--- config.mk ---
export PLATFORM = sky130hd
export DESIGN_NAME = icache_axi_refill
export DESIGN_NICKNAME = d
export VERILOG_FILES = /design/src/rtl/icache_axi_pkg.sv /design/src/rtl/icache_refill_linebuf.sv /design/src/rtl/icache_axi_refill.sv
export SDC_FILE = /design/constraint.sdc
export NUM_CORES = 1
export LEC_CHECK = 0
export CAP_MARGIN = 20
export CORE_MARGIN = 2
export CORE_UTILIZATION = 25
export DETAILED_ROUTE_END_ITERATION = 10
export PLACE_DENSITY = 0.5
export SLEW_MARGIN = 20
export SYNTH_ARGS = -nofsm -noshare
export SYNTH_HDL_FRONTEND = slang
export SYNTH_SLANG_ARGS = --single-unit
--- constraint.sdc ---
create_clock -name aclk -period 2.4 [get_ports aclk]
set_input_delay 0.36 -clock aclk [delete_from_list [all_inputs] [get_ports aclk]]
set_output_delay 0.36 -clock aclk [all_outputs]
set_load 0.05 [all_outputs]
--- src/rtl/icache_axi_pkg.sv ---
// Shared AXI constants and refill FSM encoding for the icache refill master.
package icache_axi_pkg;

    localparam logic [1:0] AXI_BURST_INCR = 2'b01;
    localparam logic [2:0] AXI_SIZE_8B    = 3'b011;
    localparam logic [1:0] AXI_RESP_OKAY  = 2'b00;

    typedef enum logic [1:0] {
        StIdle = 2'd0,
        StAr   = 2'd1,
        StR    = 2'd2,
        StResp = 2'd3
    } refill_state_e;

endpackage

--- src/rtl/icache_refill_linebuf.sv ---
// Line buffer: LINE_BEATS x 64-bit registers, one beat written per cycle, flat line out.
module icache_refill_linebuf #(
    parameter int unsigned LINE_BEATS = 4,
    parameter int unsigned IdxW       = $clog2(LINE_BEATS)
) (
    input  logic                       clk_i,
    input  logic                       rst_i,
    input  logic                       we_i,
    input  logic [IdxW-1:0]            idx_i,
    input  logic [63:0]                data_i,
    output logic [LINE_BEATS*64-1:0]   line_o
);

    logic [LINE_BEATS-1:0][63:0] buf_q;

    // Beat write into the indexed slot; unwritten slots keep their old contents.
    always_ff @(posedge clk_i) begin
        if (rst_i) begin
            buf_q <= '0;
        end else if (we_i) begin
            buf_q[idx_i] <= data_i;
        end
    end

    assign line_o = buf_q;

endmodule

--- src/rtl/icache_axi_refill.sv ---
// AXI4 read master refilling one icache line per request with a single INCR burst.
module icache_axi_refill
    import icache_axi_pkg::*;
#(
    parameter int unsigned LINE_BEATS = 4,
    parameter logic [3:0]  AXI_ID     = 4'h1
) (
    input  logic                      aclk,
    input  logic                      areset,
    input  logic                      req_valid,
    output logic                      req_ready,
    input  logic [31:0]               req_addr,
    input  logic                      flush,
    output logic                      resp_valid,
    output logic [LINE_BEATS*64-1:0]  resp_data,
    output logic                      resp_err,
    output logic [31:0]               m_araddr,
    output logic [7:0]                m_arlen,
    output logic [2:0]                m_arsize,
    output logic [1:0]                m_arburst,
    output logic [3:0]                m_arid,
    output logic [3:0]                m_arcache,
    output logic                      m_arlock,
    output logic [2:0]                m_arprot,
    output logic                      m_arvalid,
    input  logic                      m_arready,
    input  logic [63:0]               m_rdata,
    input  logic [3:0]                m_rid,
    input  logic [1:0]                m_rresp,
    input  logic                      m_rlast,
    input  logic                      m_rvalid,
    output logic                      m_rready
);

    localparam int unsigned CntW     = $clog2(LINE_BEATS);
    localparam logic [CntW-1:0] LastIdx = CntW'(LINE_BEATS - 1);
    localparam logic [31:0] OffMask  = 32'(LINE_BEATS * 8 - 1);

    refill_state_e   state_q, state_d;
    logic [CntW-1:0] cnt_q, cnt_d;
    logic [31:0]     addr_q, addr_d;
    logic            err_q, err_d;
    logic            drop_q, drop_d;

    logic in_ar, in_r, beat_we, last_slot, beat_end;

    assign in_ar     = (state_q == StAr);
    assign in_r      = (state_q == StR);
    assign beat_we   = in_r && m_rvalid;
    assign last_slot = (cnt_q == LastIdx);
    assign beat_end  = m_rlast || last_slot;

    // Next-state: FSM, beat counter, sticky error and drop flags.
    always_comb begin
        state_d = state_q;
        cnt_d   = cnt_q;
        addr_d  = addr_q;
        err_d   = err_q;
        drop_d  = drop_q;
        unique case (state_q)
            StIdle: begin
                if (req_valid) begin
                    addr_d  = req_addr & ~OffMask;
                    cnt_d   = '0;
                    err_d   = 1'b0;
                    drop_d  = 1'b0;
                    state_d = StAr;
                end
            end
            StAr: begin
                if (flush)     drop_d  = 1'b1;
                if (m_arready) state_d = StR;
            end
            StR: begin
                if (flush) drop_d = 1'b1;
                if (m_rvalid) begin
                    // rlast must coincide exactly with the last slot.
                    if (m_rresp != AXI_RESP_OKAY || m_rid != AXI_ID || (m_rlast != last_slot)) begin
                        err_d = 1'b1;
                    end
                    if (beat_end) begin
                        state_d = StResp;
                    end else begin
                        cnt_d = cnt_q + CntW'(1);
                    end
                end
            end
            StResp: begin
                drop_d  = 1'b0;
                state_d = StIdle;
            end
            default: state_d = StIdle;
        endcase
    end

    // State registers with synchronous reset.
    always_ff @(posedge aclk) begin
        if (areset) begin
            state_q <= StIdle;
            cnt_q   <= '0;
            addr_q  <= '0;
            err_q   <= 1'b0;
            drop_q  <= 1'b0;
        end else begin
            state_q <= state_d;
            cnt_q   <= cnt_d;
            addr_q  <= addr_d;
            err_q   <= err_d;
            drop_q  <= drop_d;
        end
    end

    icache_refill_linebuf #(
        .LINE_BEATS (LINE_BEATS)
    ) u_linebuf (
        .clk_i  (aclk),
        .rst_i  (areset),
        .we_i   (beat_we),
        .idx_i  (cnt_q),
        .data_i (m_rdata),
        .line_o (resp_data)
    );

    // AR payload is only driven while in AR so every payload output reads 0 otherwise.
    assign m_arvalid = in_ar;
    assign m_araddr  = in_ar ? addr_q : 32'h0;
    assign m_arlen   = in_ar ? 8'(LINE_BEATS - 1) : 8'h0;
    assign m_arsize  = in_ar ? AXI_SIZE_8B : 3'b000;
    assign m_arburst = in_ar ? AXI_BURST_INCR : 2'b00;
    assign m_arid    = in_ar ? AXI_ID : 4'h0;
    assign m_arcache = 4'h0;
    assign m_arlock  = 1'b0;
    assign m_arprot  = 3'b000;

    assign m_rready   = in_r;
    assign req_ready  = (state_q == StIdle);
    assign resp_valid = (state_q == StResp) && !drop_q;
    assign resp_err   = (state_q == StResp) && !drop_q && err_q;

endmodule
==> results.ini <==
[power]
netSwitchingFraction_pct = 30.7
p_int_w = 0.00944
power-per-cell-area_nw_per_um2 = 821
share_clk_of_total_power_pct = 39.0
comb_power_share_pct = 23.1
power.net_switching_w = 0.00417
ir_drop_v = 0.000683
p_leak_nw = 5.63
pwr-share-seq_pct = 37.9

[floorplanning]
die_width_um = 210
die_h_um = 210
floorplan.rows = 75
initial_core_util_pct = 25.3
dieArea_um2 = 44000
number_of_placed_i_o_pins = 427
floorplan.core_area_um2 = 41900

[timing]
timing.final.crit_share_pct = 94.8
max_slew.worst_pin.slew_ns = 0.657
post-route-worst-setup-slack_ns = 0.125
slew-limit-headroom_pct = 56.1
period_needed_ns = 2.28
clock-skew-final_ns = 0.0143
final-setup-viol-count = 0
tns_ns = 0
final_hold_viol_count = 0
timing_max_transition_violations_final = 0
fmax_mhz = 440
grt_setup_unrepaired = false

[finish]
area.growth.synth_to_final_pct = 56.6
multiInputGateArea_um2 = 4240
area.sequential_um2 = 5790
layout.filler_cells = 4241
final_core_util_pct = 39.6
design.final.nets = 1830
diodes = 0
drive_above_1_share_pct = 7.60

[clocking]
ctsLongestPathBuffers = 3
cts_max_level = 2
register_clock_pin_slew_on_the_reported_worst_setup_and_hold_paths_ns = 0.06
postCtsSetupBuffers = 0
cts_tree = yes
clock_tree.root_cell = clkbuf_16
clkLatencyLatePin_ns = 0.54
cts_num_sinks = 289
cts_made_buffers = 35

[routing]
routed-via-count = 10000
detailed_route_drc_error_count = 0
drt_first_pass_iters = 5
drtAntennaViolNets = 0
drt-initial-drc-count = 530
routed_via_density = 4.41
post_drt_wl_per_cell_um = 17.4
drt_wl_total_um = 39500

[synthesis]
yosysWarningCount = 0
synth.area.mux_share_pct = 0.201
synth_top_flop_cell = dfxtp_1
synth_async_sr_flop_share_pct = 0
post-synth-top-area-cell = dfxtp_1
synth.cell_area_um2 = 10600
synth-compound-area-share_pct = 14.0
synthDominantCellAreaShare_pct = 54.6
ys_ff_latch = 289
synth_fa_ha_area_share_pct = 1.06
combinational_family_with_the_most_area_after_synthesis = simple AND/OR/NAND/NOR gates
ys_seq_area_share_pct = 54.6
yosys.cell_types.count = 30
syn_area_per_cell_um2 = 7.87
synth-xor-area-share_pct = 0
post_synth_and_or_nand_nor_area_fraction_pct = 23.3
ys_top_cells_by_area = dfxtp_1 55%, nand2_1 20%, a21oi_1 13%, buf_4 3.3%, buf_2 2.0%
synth_edf_count = 0
gate_count_of_the_mapped_netlist = 1346

[global_routing]
number_of_global_route_vias_before_repair = 9640
grt_start_max_net_pins = 67
grt_antenna_before_repair = 0
track_usage_pct = 17.4
grt_remaining_overflow = 0
grt_first_pass_wirelength_um = 58800

[setup_path]
timing.reg2reg.setup_slack_ns = 0.33
crit_path_start_kind = register
crit_path_end_kind = primary output
category_of_the_most_critical_setup_path = register to primary output
cp_slowest_stage_delay_ns = 0.55
critPathRequiredTime_ns = 2.04
critPathMaxFanout = 13
path_cells = inv_1 -> ha_1 -> buf_4 -> buf_12
timing.critical_path.slowest_stage_cell = ha_1
cp.arrival_ns = 1.92

[place]
pre_cts_ws_ns = 0.292
finalWeightedCongestion = 0.754
buffer_ports.inserted = 397
dp.final_hpwl_um = 26600

[run]
max_cap_violations = 0

[worst_hold_path]
holdCritPathClass = primary input to register

[outcome]
run_status = finished clean

[final timing paths]
check	end	cells after the start	start
min reg2reg	addr_q[21]$_SDFFE_PP0P_	2	addr_q[21]$_SDFFE_PP0P_
min	u_linebuf.line_o[32]$_SDFFE_PP0P_	2	areset
max reg2reg	state_q[0]$_SDFFE_PP0P_	5	state_q[0]$_SDFFE_PP0P_
max	m_rready	4	state_q[0]$_SDFFE_PP0P_
[synth_stat cells (all sizes together) (2+ instances only)]
cell type,n
nor2,4
dfxtp,289
and3,4
inv,7
o31ai,2
ha,9
nor3,2
nor2b,4
a21oi,285
nand2b,3
buf,88
and2,29
nand2,568
clkbuf,35
nand3,4
[registers in the layout, indices dropped and copies added, names as in the netlist]
name and count:
cnt_q 2, u_linebuf.line_o 256, state_q 2, err_q 1, addr_q 27, drop_q 1
[cell families after synthesis]
logic type | count (synthesis)
simple gates | 623
other cells | 1
mux | 2
compound gates | 292
flops | 289
buf+inv | 130
fa+ha+maj | 9
[metal layers]
metal / up-vias / track usage, % / part of all wire [%]
li1: 4998 / - / -
met1: 4702 / 21.4 / 43
met5: - / 0 / 0
met4: 0 / 6.26 / 2.7
met2: 293 / 28.5 / 47
met3: 51 / 5.69 / 7.7
[power by group through the flow]
stage	Clock, W	Sequential [W]	Combinational (W)
global placement	0	0.00526	0.00317
global route	0.00566	0.00519	0.00334
finish	0.00531	0.00516	0.00314
floorplan	0	0.00566	0.00146
detailed placement	0	0.00527	0.00317
CTS	0.00552	0.00516	0.00319
[placed cells by master, fill, tap and decap left out, drive strengths merged, types with 2 or more instances in the layout]
master	count
nand2	568
clkdlybuf4s50	358
dfxtp	289
a21oi	285
buf	70
clkbuf	55
and2	29
conb	24
ha	9
inv	7
and3	4
nand3	4
nor2	4
nor2b	4
nand2b	3
clkinv	3
o31ai	2
nor3	2
bufinv	2
[final cells by class]
class                      instances  share of cell area [%]
timing repair buffer             429                    28.4
tap                              539                    4.06
sequential                       289                    34.9
clock buffer                      55                    6.41
inverter                           7                   0.158
multi-input combinational        950                    25.6
clock inverter                     6                   0.520
[stage by stage]
stage          cells  power, W  instance area (um2)  hold slack (ns)
3_5_place_dp    2214   0.00844                15400            0.442
2_1_floorplan   1369   0.00711                10700            0.432
5_1_grt         2275    0.0142                16600            0.271
6_report        2275    0.0136                16600            0.259
3_3_place_gp    2214   0.00842                15400            0.438
4_1_cts         2275    0.0139                16600            0.232
[worst max-delay path, delay by kind of cell, from the launching register on]
family | cells | cell delay, ns
adders and majority gates | 1 | 0.55
buffers and inverters | 3 | 0.50
DFF | 1 | 0.33
[repair_timing]
item | in CTS | in global routing
endpoints found under the setup margin | 17 | 0
hold buffers | 0 | 0
gates resized for setup | 2 | 0
No activity file was read; power rests on OpenSTA's default activity.
